## config.mk

```make
export PLATFORM = sky130hd
export DESIGN_NAME = ets_mem_router
export DESIGN_NICKNAME = d
export VERILOG_FILES = /design/src/rtl/ets_mem_router_pkg.sv /design/src/rtl/ets_mem_router_addr_decoder.sv /design/src/rtl/ets_mem_router.sv
export SDC_FILE = /design/constraint.sdc
export NUM_CORES = 1
export LEC_CHECK = 0
export BUFFER_PORTS_ARGS = -buffer_cell sky130_fd_sc_hd__buf_4
export CAP_MARGIN = 40
export CORE_MARGIN = 10
export CORE_UTILIZATION = 30
export CTS_CLUSTER_SIZE = 10
export DETAILED_ROUTE_END_ITERATION = 7
export PLACE_DENSITY = 0.57
export SLEW_MARGIN = 20
export SYNTH_ARGS = -nofsm -noshare
export SYNTH_HDL_FRONTEND = slang
export SYNTH_SLANG_ARGS = --single-unit
```

## constraint.sdc

```tcl
create_clock -name clk -period 2.3 [get_ports clk]
set_input_delay 0.46 -clock clk [delete_from_list [all_inputs] [get_ports clk]]
set_output_delay 0.46 -clock clk [all_outputs]
set_load 0.02 [all_outputs]
```

## src/rtl/ets_mem_router_pkg.sv

```systemverilog
// Shared definitions for the ETS memory router: FSM states, error read data,
// and the width of the slave select index.
package ets_mem_router_pkg;

    typedef enum logic [1:0] {
        ST_IDLE = 2'd0,
        ST_REQ  = 2'd1,
        ST_RESP = 2'd2
    } state_t;

    localparam logic [31:0] ERR_RDATA_DEF = 32'hDEAD_BEEF;
    localparam int unsigned SLV_IDX_W     = 3;

endpackage

```

## src/rtl/ets_mem_router_addr_decoder.sv

```systemverilog
// Combinational region decoder: first slave whose (addr & mask) == base wins.
module ets_addr_decoder
    import ets_mem_router_pkg::*;
#(
    parameter int unsigned           NUM_SLV  = 4,
    parameter logic [32*NUM_SLV-1:0] SLV_BASE = {NUM_SLV{32'h0}},
    parameter logic [32*NUM_SLV-1:0] SLV_MASK = {NUM_SLV{32'h0}}
) (
    input  logic [31:0]          addr,
    output logic [SLV_IDX_W-1:0] sel,
    output logic                 hit
);

    always_comb begin
        sel = '0;
        hit = 1'b0;
        for (int unsigned i = 0; i < NUM_SLV; i++) begin
            if (!hit && ((addr & SLV_MASK[32*i +: 32]) == SLV_BASE[32*i +: 32])) begin
                hit = 1'b1;
                sel = SLV_IDX_W'(i);
            end
        end
    end

endmodule

```

## src/rtl/ets_mem_router.sv

```systemverilog
// Routes the PicoRV32 native bus to NUM_SLV regions with registered response,
// per-transaction timeout/error response and a latency record for the ETS monitor.
module ets_mem_router
    import ets_mem_router_pkg::*;
#(
    parameter int unsigned           NUM_SLV     = 4,
    parameter logic [32*NUM_SLV-1:0] SLV_BASE    = {NUM_SLV{32'h0}},
    parameter logic [32*NUM_SLV-1:0] SLV_MASK    = {NUM_SLV{32'h0}},
    parameter int unsigned           TIMEOUT_CYC = 255,
    parameter int unsigned           CNT_W       = 16,
    parameter logic [31:0]           ERR_RDATA   = ERR_RDATA_DEF
) (
    input  logic                   clk,
    input  logic                   rst_n,
    input  logic                   up_valid,
    input  logic                   up_instr,
    input  logic [31:0]            up_addr,
    input  logic [31:0]            up_wdata,
    input  logic [3:0]             up_wstrb,
    output logic                   up_ready,
    output logic [31:0]            up_rdata,
    output logic [NUM_SLV-1:0]     slv_valid,
    output logic [31:0]            slv_addr,
    output logic [31:0]            slv_wdata,
    output logic [3:0]             slv_wstrb,
    input  logic [NUM_SLV-1:0]     slv_ready,
    input  logic [32*NUM_SLV-1:0]  slv_rdata,
    output logic                   txn_done,
    output logic [CNT_W-1:0]       txn_cycles,
    output logic [31:0]            txn_addr,
    output logic                   txn_instr,
    output logic                   txn_err,
    output logic                   bus_err,
    output logic [7:0]             err_cnt
);

    state_t                 state_q, state_d;
    logic [SLV_IDX_W-1:0]   sel, sel_q;
    logic                   hit;
    logic                   rdy_sel;
    logic [31:0]            rdata_sel;
    logic [31:0]            wait_cnt;
    logic [CNT_W-1:0]       lat_cnt;
    logic                   instr_q;
    logic                   timeout;

    function automatic logic [CNT_W-1:0] sat_add(input logic [CNT_W-1:0] a, input logic [1:0] b);
        logic [CNT_W:0] s;
        s = {1'b0, a} + (CNT_W+1)'(b);
        return s[CNT_W] ? '1 : s[CNT_W-1:0];
    endfunction

    ets_addr_decoder #(
        .NUM_SLV  (NUM_SLV),
        .SLV_BASE (SLV_BASE),
        .SLV_MASK (SLV_MASK)
    ) u_dec (
        .addr (up_addr),
        .sel  (sel),
        .hit  (hit)
    );

    always_comb begin
        rdy_sel   = 1'b0;
        rdata_sel = '0;
        slv_valid = '0;
        for (int unsigned i = 0; i < NUM_SLV; i++) begin
            if (sel_q == SLV_IDX_W'(i)) begin
                rdy_sel   = slv_ready[i];
                rdata_sel = slv_rdata[32*i +: 32];
                slv_valid[i] = (state_q == ST_REQ);
            end
        end
    end

    assign timeout = (wait_cnt == TIMEOUT_CYC - 1);

    always_ff @(posedge clk) begin
        if (!rst_n) state_q <= ST_IDLE;
        else        state_q <= state_d;
    end

    always_comb begin
        state_d  = state_q;
        up_ready = 1'b0;
        txn_done = 1'b0;
        bus_err  = 1'b0;
        unique case (state_q)
            ST_IDLE: if (up_valid) state_d = hit ? ST_REQ : ST_RESP;
            ST_REQ:  if (rdy_sel || timeout) state_d = ST_RESP;
            ST_RESP: begin
                state_d  = ST_IDLE;
                up_ready = 1'b1;
                txn_done = 1'b1;
                bus_err  = txn_err;
            end
            default: state_d = ST_IDLE;
        endcase
    end

    // txn_* are loaded on the edge into RESP so they are valid alongside txn_done;
    // lat_cnt already includes the accept cycle, the +2 covers the final REQ/IDLE and RESP cycles.
    always_ff @(posedge clk) begin
        if (!rst_n) begin
            up_rdata   <= '0;
            slv_addr   <= '0;
            slv_wdata  <= '0;
            slv_wstrb  <= '0;
            sel_q      <= '0;
            instr_q    <= 1'b0;
            wait_cnt   <= '0;
            lat_cnt    <= '0;
            txn_cycles <= '0;
            txn_addr   <= '0;
            txn_instr  <= 1'b0;
            txn_err    <= 1'b0;
            err_cnt    <= '0;
        end else begin
            unique case (state_q)
                ST_IDLE: begin
                    wait_cnt <= '0;
                    if (up_valid) begin
                        slv_addr  <= up_addr;
                        slv_wdata <= up_wdata;
                        slv_wstrb <= up_wstrb;
                        instr_q   <= up_instr;
                        sel_q     <= sel;
                        lat_cnt   <= CNT_W'(1);
                        if (!hit) begin
                            up_rdata   <= ERR_RDATA;
                            txn_cycles <= sat_add('0, 2'd2);
                            txn_addr   <= up_addr;
                            txn_instr  <= up_instr;
                            txn_err    <= 1'b1;
                            if (err_cnt != 8'hFF) err_cnt <= err_cnt + 8'd1;
                        end
                    end
                end
                ST_REQ: begin
                    if (rdy_sel || timeout) begin
                        up_rdata   <= rdy_sel ? rdata_sel : ERR_RDATA;
                        txn_cycles <= sat_add(lat_cnt, 2'd2);
                        txn_addr   <= slv_addr;
                        txn_instr  <= instr_q;
                        txn_err    <= !rdy_sel;
                        if (!rdy_sel && err_cnt != 8'hFF) err_cnt <= err_cnt + 8'd1;
                    end else begin
                        wait_cnt <= wait_cnt + 32'd1;
                        lat_cnt  <= sat_add(lat_cnt, 2'd1);
                    end
                end
                default: ;
            endcase
        end
    end

endmodule

```

==> results.md, run 1 <==
* Die height at between 150 and 200 um
* Clk slew on worst S/H paths at approximately 0.06 ns
* Clock skew at around 0.010 ns
* Period utilization at 1.02
* Worst slew pin tran at 0.757 ns
* Ys async rst share at 0
* Area leader, netlist: dfxtp_1
* Initial DRC Count at 458
* Area after DPL at about 12000 um^2
* Initial DRT Pass Iterations at 5
* Final wirelength at 33.0 mm
* Vias per cell at between 5 and 6
* Initial antenna violation count at 2
* Rel. slew slack at 0.495
* Status: complete, but fails checks
* CP Capture Type: register
* Share of cells above drive strength 1 at 0.338
* CTS tree: done
* Worst reg2reg path depth at 9
* Total track usage at 0.161
* CTS Buf Count at 26
* Crit start category: register
* Final Wtd Congestion at 0.874
* Fin cells at about 1.8k
* Critical Path RT at ~2.8 ns
* Cell Rows at 63
* # hold bufs at CTS at 0
* ANT cells at 0
* Post-synth top cells: nand2_1 (210), dfxtp_1 (209), a21oi_1 (131)
* Largest net degree at the start of global routing at 65
* Slew Viols, Final at 0
* Hold_ws at between 0.15 and 0.2 ns
* Syn Area/Cell at a little over 8 um^2
* Overflow left after global routing at 0
* Final Hold Viols at 0
* CORE AREA at 29500 um^2
* First-pass GRT wire length at between 40 and 50 mm
* F_max at ~430 MHz
* Synth top area share at 0.468
* Hold Crit Class: in -> reg
* Clk sinks at between 200 and 250
* PortBufs at between 200 and 300
* Ports at ~370
* # setup viols final at 28
* Seq cells post-synth at 209
* Post-synthesis sequential area ratio at 0.468
* Final nets at approximately 1.6k
* Dominant synthesized flop cell: dfxtp_1
* Cell variety after synth at just under 70
* # DRC at 0
* Critical path peak fanout at 7
* Finished Cell Area at between 10000 and 15000 um^2
* Initial core utilization at 0.303
* Lkg Pwr at approximately 5.3 nW
* Min-Delay Path Depth at 3
* Max Cap Viol at 0
* RSZ-0062 raised after global routing: yes
* Critical path arrival at between 2 and 3 ns
* Mapped Area at slightly below 9000 um^2
* Final Total Pwr at 8.95 mW
* Root buffer cell: clkbuf_16
* Synthesized instance count at approximately 1.1k
* Layout overhead on the synthesized area at 47.4%
* DR vias at 9213
* Htree depth at 1
* # fillers at approximately 2.9k
* Ranking of synthesized cells by area: dfxtp_1 (47%), nand2_1 (8.8%), a21oi_1 (7.3%), o21ai_0 (3.6%), nand3_1 (3.4%)
* Tmin final at between 2 and 2.5 ns
* Vias in the first global route at ~8.7k
* Worst-case clock buffer depth at 3
* Yosys warns at 0
* Number of flops mapped to enable cells by yosys at 0
* CP Class: reg -> reg
* Failing checks: setup timing
* Dpl hpwl at around 22 mm
* Power per standard cell area at just under 700 nW/um^2
* Dpl cells at 1741
* Skew-Pair Late Insertion Delay at 0.54 ns
* WL/cell at 18.4 um
* Die W at between 150 and 200 um
* Final ANT Viol Nets at 0
* Peak VDD IR at approximately 540 uV
* Final WS setup at -0.0362 ns
* Most frequent cell after synthesis: nand2_1
* DIE AREA at 37100 um^2
-- placed cells by master (no fill, tap or decap), drive strengths merged, types with 5 or more instances in the layout --
master,n
o22ai,8
mux2i,8
inv,18
and2,5
dfxtp,209
or3,7
clkbuf,42
or4,11
o21ai,66
o311a,5
ha,5
and4,5
o31ai,5
nor4,23
nand3,61
o211ai,8
nor3,20
nand2b,5
buf,367
nor2,23
a31oi,25
a21oi,131
o221a,24
nand2,212
a41oi,8
a21o,9
a211oi,9
and3,8
xnor2,6
nand4,21
-- layout make-up --
type	count	area [um^2]	share of cell area
Multi-Input combinational cell	767	4530	0.344
Sequential cell	209	4190	0.318
Timing Repair Buffer	373	3090	0.235
Clock buffer	36	718	0.0546
Tap cell	390	488	0.0371
Clock inverter	3	76.3	0.00580
Inverter	19	72.6	0.00551
-- power by group --
group / switching [mW] / internal, mW
Clock: 1.56 / 2.37
Sequential: 0.0800 / 3.75
Combinational: 0.675 / 0.511
Total: 2.32 / 6.63
-- per-stage QoR --
step / util / setup WS [ns] / TNS (ns)
finish: 0.447 / -0.0362 / -0.253
detailed placement: 0.402 / -0.192 / -9.40
floorplan: - / -0.0832 / -0.398
global route: 0.447 / -0.107 / -4.82
CTS: 0.432 / -0.0145 / -0.0574
global placement: 0.401 / -0.180 / -8.49
-- worst paths after layout --
path | slack, ns | to | start
worst max-delay path | -0.04 | wait_cnt[15] | wait_cnt[0]
worst min register to register | 0.45 | slv_wdata[14] | slv_wdata[14]
worst min-delay path | 0.17 | slv_wdata[10] | up_wdata[10]
worst max register to register | -0.04 | wait_cnt[15] | wait_cnt[0]
-- registers in the layout, summed over array words and instances, names as in the netlist, 2 cells and up --
| name | count |
|---|---|
| slv_addr | 32 |
| txn_cycles | 16 |
| up_rdata | 32 |
| lat_cnt | 16 |
| wait_cnt | 32 |
| err_cnt | 8 |
| txn_addr | 32 |
| slv_wdata | 32 |
| slv_wstrb | 4 |
| state_q | 2 |
-- timing repair --
action | in CTS | in global routing
endpoints found under the setup margin | 118 | 104
pin swaps | 8 | 18
gates cloned | 2 | 7
gates resized for setup | 19 | 71
buffers inserted | 1 | 7
-- logic make-up after synthesis --
family                   after synthesis  share of synthesized area
AND/OR/NAND/NOR                      414                      0.221
AO/OA/AOI/OAI                        327                      0.232
flip-flops                           209                      0.468
buffers and inverters                113                     0.0528
multiplexers                           9                     0.0102
XOR/XNOR                               8                    0.00784
adder cells (fa/ha/maj)                5                    0.00700
other                                  1                   0.000420
-- worst max-delay path: stages (launching register included) --
cell	delay (ns)
dfxtp_4	0.34
inv_2	0.05
ha_4	0.12
or4b_4	0.45
or4_4	0.46
buf_6	0.14
o211ai_4	0.24
nand2_2	0.12
buf_6	0.16
a31oi_1	0.17
-- layer usage --
metal	share of wire	GRT usage	wire length, um	vias up
met4	0.017	0.0397	553	4
met2	0.48	0.259	15800	251
met1	0.43	0.212	14100	4360
met3	0.076	0.0425	2500	43
met5	0.00082	0	27	-
li1	-	-	-	4555
Note: power is estimated with default switching activity, not from simulation.
==> inputs of run 2 (changes only) <==
--- a/config.mk
+++ b/config.mk
@@ -6,12 +6,12 @@
 export NUM_CORES = 1
 export LEC_CHECK = 0
 export BUFFER_PORTS_ARGS = -buffer_cell sky130_fd_sc_hd__buf_4
-export CAP_MARGIN = 40
+export CAP_MARGIN = 20
 export CORE_MARGIN = 10
 export CORE_UTILIZATION = 30
 export CTS_CLUSTER_SIZE = 10
 export DETAILED_ROUTE_END_ITERATION = 7
-export PLACE_DENSITY = 0.57
+export PLACE_DENSITY = 0.55
 export SLEW_MARGIN = 20
 export SYNTH_ARGS = -nofsm -noshare
 export SYNTH_HDL_FRONTEND = slang
==> constraint.sdc (replaced) <==
create_clock -name clk -period 2.75 [get_ports clk]
set_input_delay 0.55 -clock clk [delete_from_list [all_inputs] [get_ports clk]]
set_output_delay 0.55 -clock clk [all_outputs]
set_load 0.02 [all_outputs]
==> run 2 against run 1 <==
The run now ends clean. Largest cell class unchanged. Wire length decreased by 5.9%. Core utilization decreased by 3.6 points. Sequential share of layout area increased by 2.8 points. Non-clock buffer count decreased by 68. Fmax decreased by 9.6%. Final cell count decreased by 4.2%. Power decreased by 22%. Design area decreased by 8.2%. Highest routed layer is now met4.
==> results.md, run 2 (same netlist as run 1, synthesis figures left out) <==
* Status: finished clean (was complete, but fails checks)
* Min-Delay Path Depth at 3 (unchanged)
* Rel. slew slack at 0.436 (was 0.495)
* Ports at 369 (unchanged)
* CORE AREA at 29500 um^2 (unchanged)
* Peak VDD IR at 422 uV (was 536 uV)
* CP cell instances: inv_1 -> ha_1 -> or4b_2 -> or4_4 -> o21ai_4 -> nand2_2 -> o311a_1 (was inv_2 -> ha_4 -> or4b_4 -> or4_4 -> buf_6 -> o211ai_4 -> nand2_2 -> buf_6 -> a31oi_1)
* Initial DRC Count at 580 (was 458)
* CP Capture Type: register (unchanged)
* PortBufs at 266 (unchanged)
* Skew-Pair Late Insertion Delay at 0.52 ns (was 0.54 ns)
* CP Class: reg -> reg (unchanged)
* Critical path peak fanout at 10 (was 7)
* Final Wtd Congestion at 0.860 (was 0.874)
* Crit start category: register (unchanged)
* Worst-case clock buffer depth at 3 (unchanged)
* RSZ-0062 raised after global routing: no (was yes)
* Dpl hpwl at 21.5 mm (was 22.3 mm)
* Final wirelength at 31.1 mm (was 33.0 mm)
* Hold Crit Class: in -> reg (unchanged)
* Most frequent cells in the layout: buf_4 (301), dfxtp_1 (209), nand2_1 (208), a21oi_1 (130), o21ai_0 (64) (was buf_4 (344), nand2_1 (208), dfxtp_1 (206), a21oi_1 (127), nand3_1 (61))
* Buffer and inverter count on the worst path at 1 (was 3)
* Initial core utilization at 0.303 (unchanged)
* Layout overhead on the synthesized area at 35.4% (was 47.4%)
* Root buffer cell: clkbuf_16 (unchanged)
* Stages on the worst setup path at 7 (was 9)
* Final Hold Viols at 0 (unchanged)
* Worst reg2reg path depth at 7 (was 9)
* Cell family with most CP delay: simple AND/OR/NAND/NOR gates (unchanged)
* Final nets at 1535 (was 1605)
* Total negative setup slack at 0 ns (was -0.253 ns)
* Initial antenna violation count at 0 (was 2)
* Final WS setup at 0.165 ns (was -0.0362 ns)
* F_max at 387 MHz (was 428 MHz)
* # hold bufs at CTS at 0 (unchanged)
* Overflow left after global routing at 0 (unchanged)
* Most common cell after layout, fill and taps aside: buf_4 (unchanged)
* Hold_ws at 0.276 ns (was 0.169 ns)
* Tmin final at 2.58 ns (was 2.34 ns)
* Clock skew at 0.0102 ns (was 0.0104 ns)
* Worst slew pin tran at 0.837 ns (was 0.757 ns)
* Vias in the first global route at 8383 (was 8653)
* DIE AREA at 37100 um^2 (unchanged)
* Largest net degree at the start of global routing at 114 (was 65)
* CP max stage cell: or4b_2 (was or4_4)
* Period utilization at 0.940 (was 1.02)
* Initial DRT Pass Iterations at 4 (was 5)
* # DRC at 0 (unchanged)
* # setup viols final at 0 (was 28)
* Slowest stage delay, CP at 0.64 ns (was 0.46 ns)
* Die W at 193 um (unchanged)
* Dpl ws at 0.167 ns (was -0.192 ns)
* Clk sinks at 209 (unchanged)
* CTS Buf Count at 25 (was 26)
* Clk slew on worst S/H paths at 0.06 ns (about the same)
* DR vias at 8868 (was 9213)
* Total track usage at 0.156 (was 0.161)
* CTS tree: done (unchanged)
* WL/cell at 18.1 um (was 18.4 um)
* Final ANT Viol Nets at 0 (unchanged)
* # fillers at 3054 (was 2931)
* Cell Rows at 63 (unchanged)
* First-pass GRT wire length at 47.6 mm (was 49.2 mm)
* Critical path arrival at 2.99 ns (was 2.79 ns)
* Htree depth at 1 (unchanged)
* Max Cap Viol at 0 (unchanged)
* Share of cells above drive strength 1 at 0.282 (was 0.338)
* Lkg Pwr at 4.81 nW (was 5.32 nW)
* Vias per cell at 5.15 (was 5.13)
* Post-layout util at 0.410 (was 0.447)
* ANT cells at 0 (unchanged)
* Power per standard cell area at 580 nW/um^2 (was 680 nW/um^2)
* Critical Path RT at 3.15 ns (was 2.76 ns)
* Die height at 193 um (unchanged)
* Slew Viols, Final at 0 (unchanged)
-- run 2: cell count changes in the layout (fill, tap and decap cells not counted), moves of 4 or more --
cell	before	now
clkbuf_16	32	25
buf_6	11	0
o21ai_0	30	64
buf_4	344	301
o21ai_1	35	1
a211oi_1	4	8
buf_12	9	4
nor4_1	19	23
-- run 2: final timing paths --
kind                     start        endpoint  slack [ns]
hold / removal     up_addr[21]    slv_addr[21]        0.28
setup reg to reg   wait_cnt[0]  txn_cycles[11]        0.17
setup / recovery   wait_cnt[0]  txn_cycles[11]        0.17
hold reg to reg   slv_wdata[2]    slv_wdata[2]        0.45
-- run 2: layout make-up --
type	instances	area, um^2	area share
multi-input combinational	766	4320	0.357
sequential	209	4180	0.346
timing repair buffer	305	2340	0.194
clock buffer	33	686	0.0567
tap	390	488	0.0404
inverter	19	72.6	0.00600
-- run 2: metrics by stage --
step | cells | total power [mW] | cell area (um^2)
floorplan | 1088 | 3.73 | 8940
detailed placement | 1689 | 4.17 | 11400
global route | 1722 | 7.31 | 12100
CTS | 1722 | 7.12 | 12100
finish | 1722 | 7.02 | 12100
global placement | 1689 | 4.16 | 11400
-- run 2: timing repair --
action / CTS / global route
gates resized for setup: 0 / 1
buffers inserted: 0 / 0
endpoints found under the hold margin: 0 / 0
setup endpoints to repair: 0 / 1
-- run 2: power breakdown --
group | switching (mW) | internal [mW] | total, mW
Sequential | 0.0682 | 3.14 | 3.21
Clock | 1.22 | 1.70 | 2.92
Combinational | 0.525 | 0.363 | 0.888
Total | 1.81 | 5.21 | 7.02
-- run 2: layer usage --
metal	wire (um)	GRT usage	up-vias
met5	0	0	-
met4	726	0.0423	0
met2	14300	0.249	269
met1	13600	0.201	4158
met3	2470	0.0443	36
li1	-	-	4405
-- run 2: tightest hold or removal path, delay by kind of cell --
kind | cells | cell delay (ns)
AOI/OAI and AO/OA | 1 | 0.05
buffers and inverters | 1 | 0.11
and+or+nand+nor | 1 | 0.04
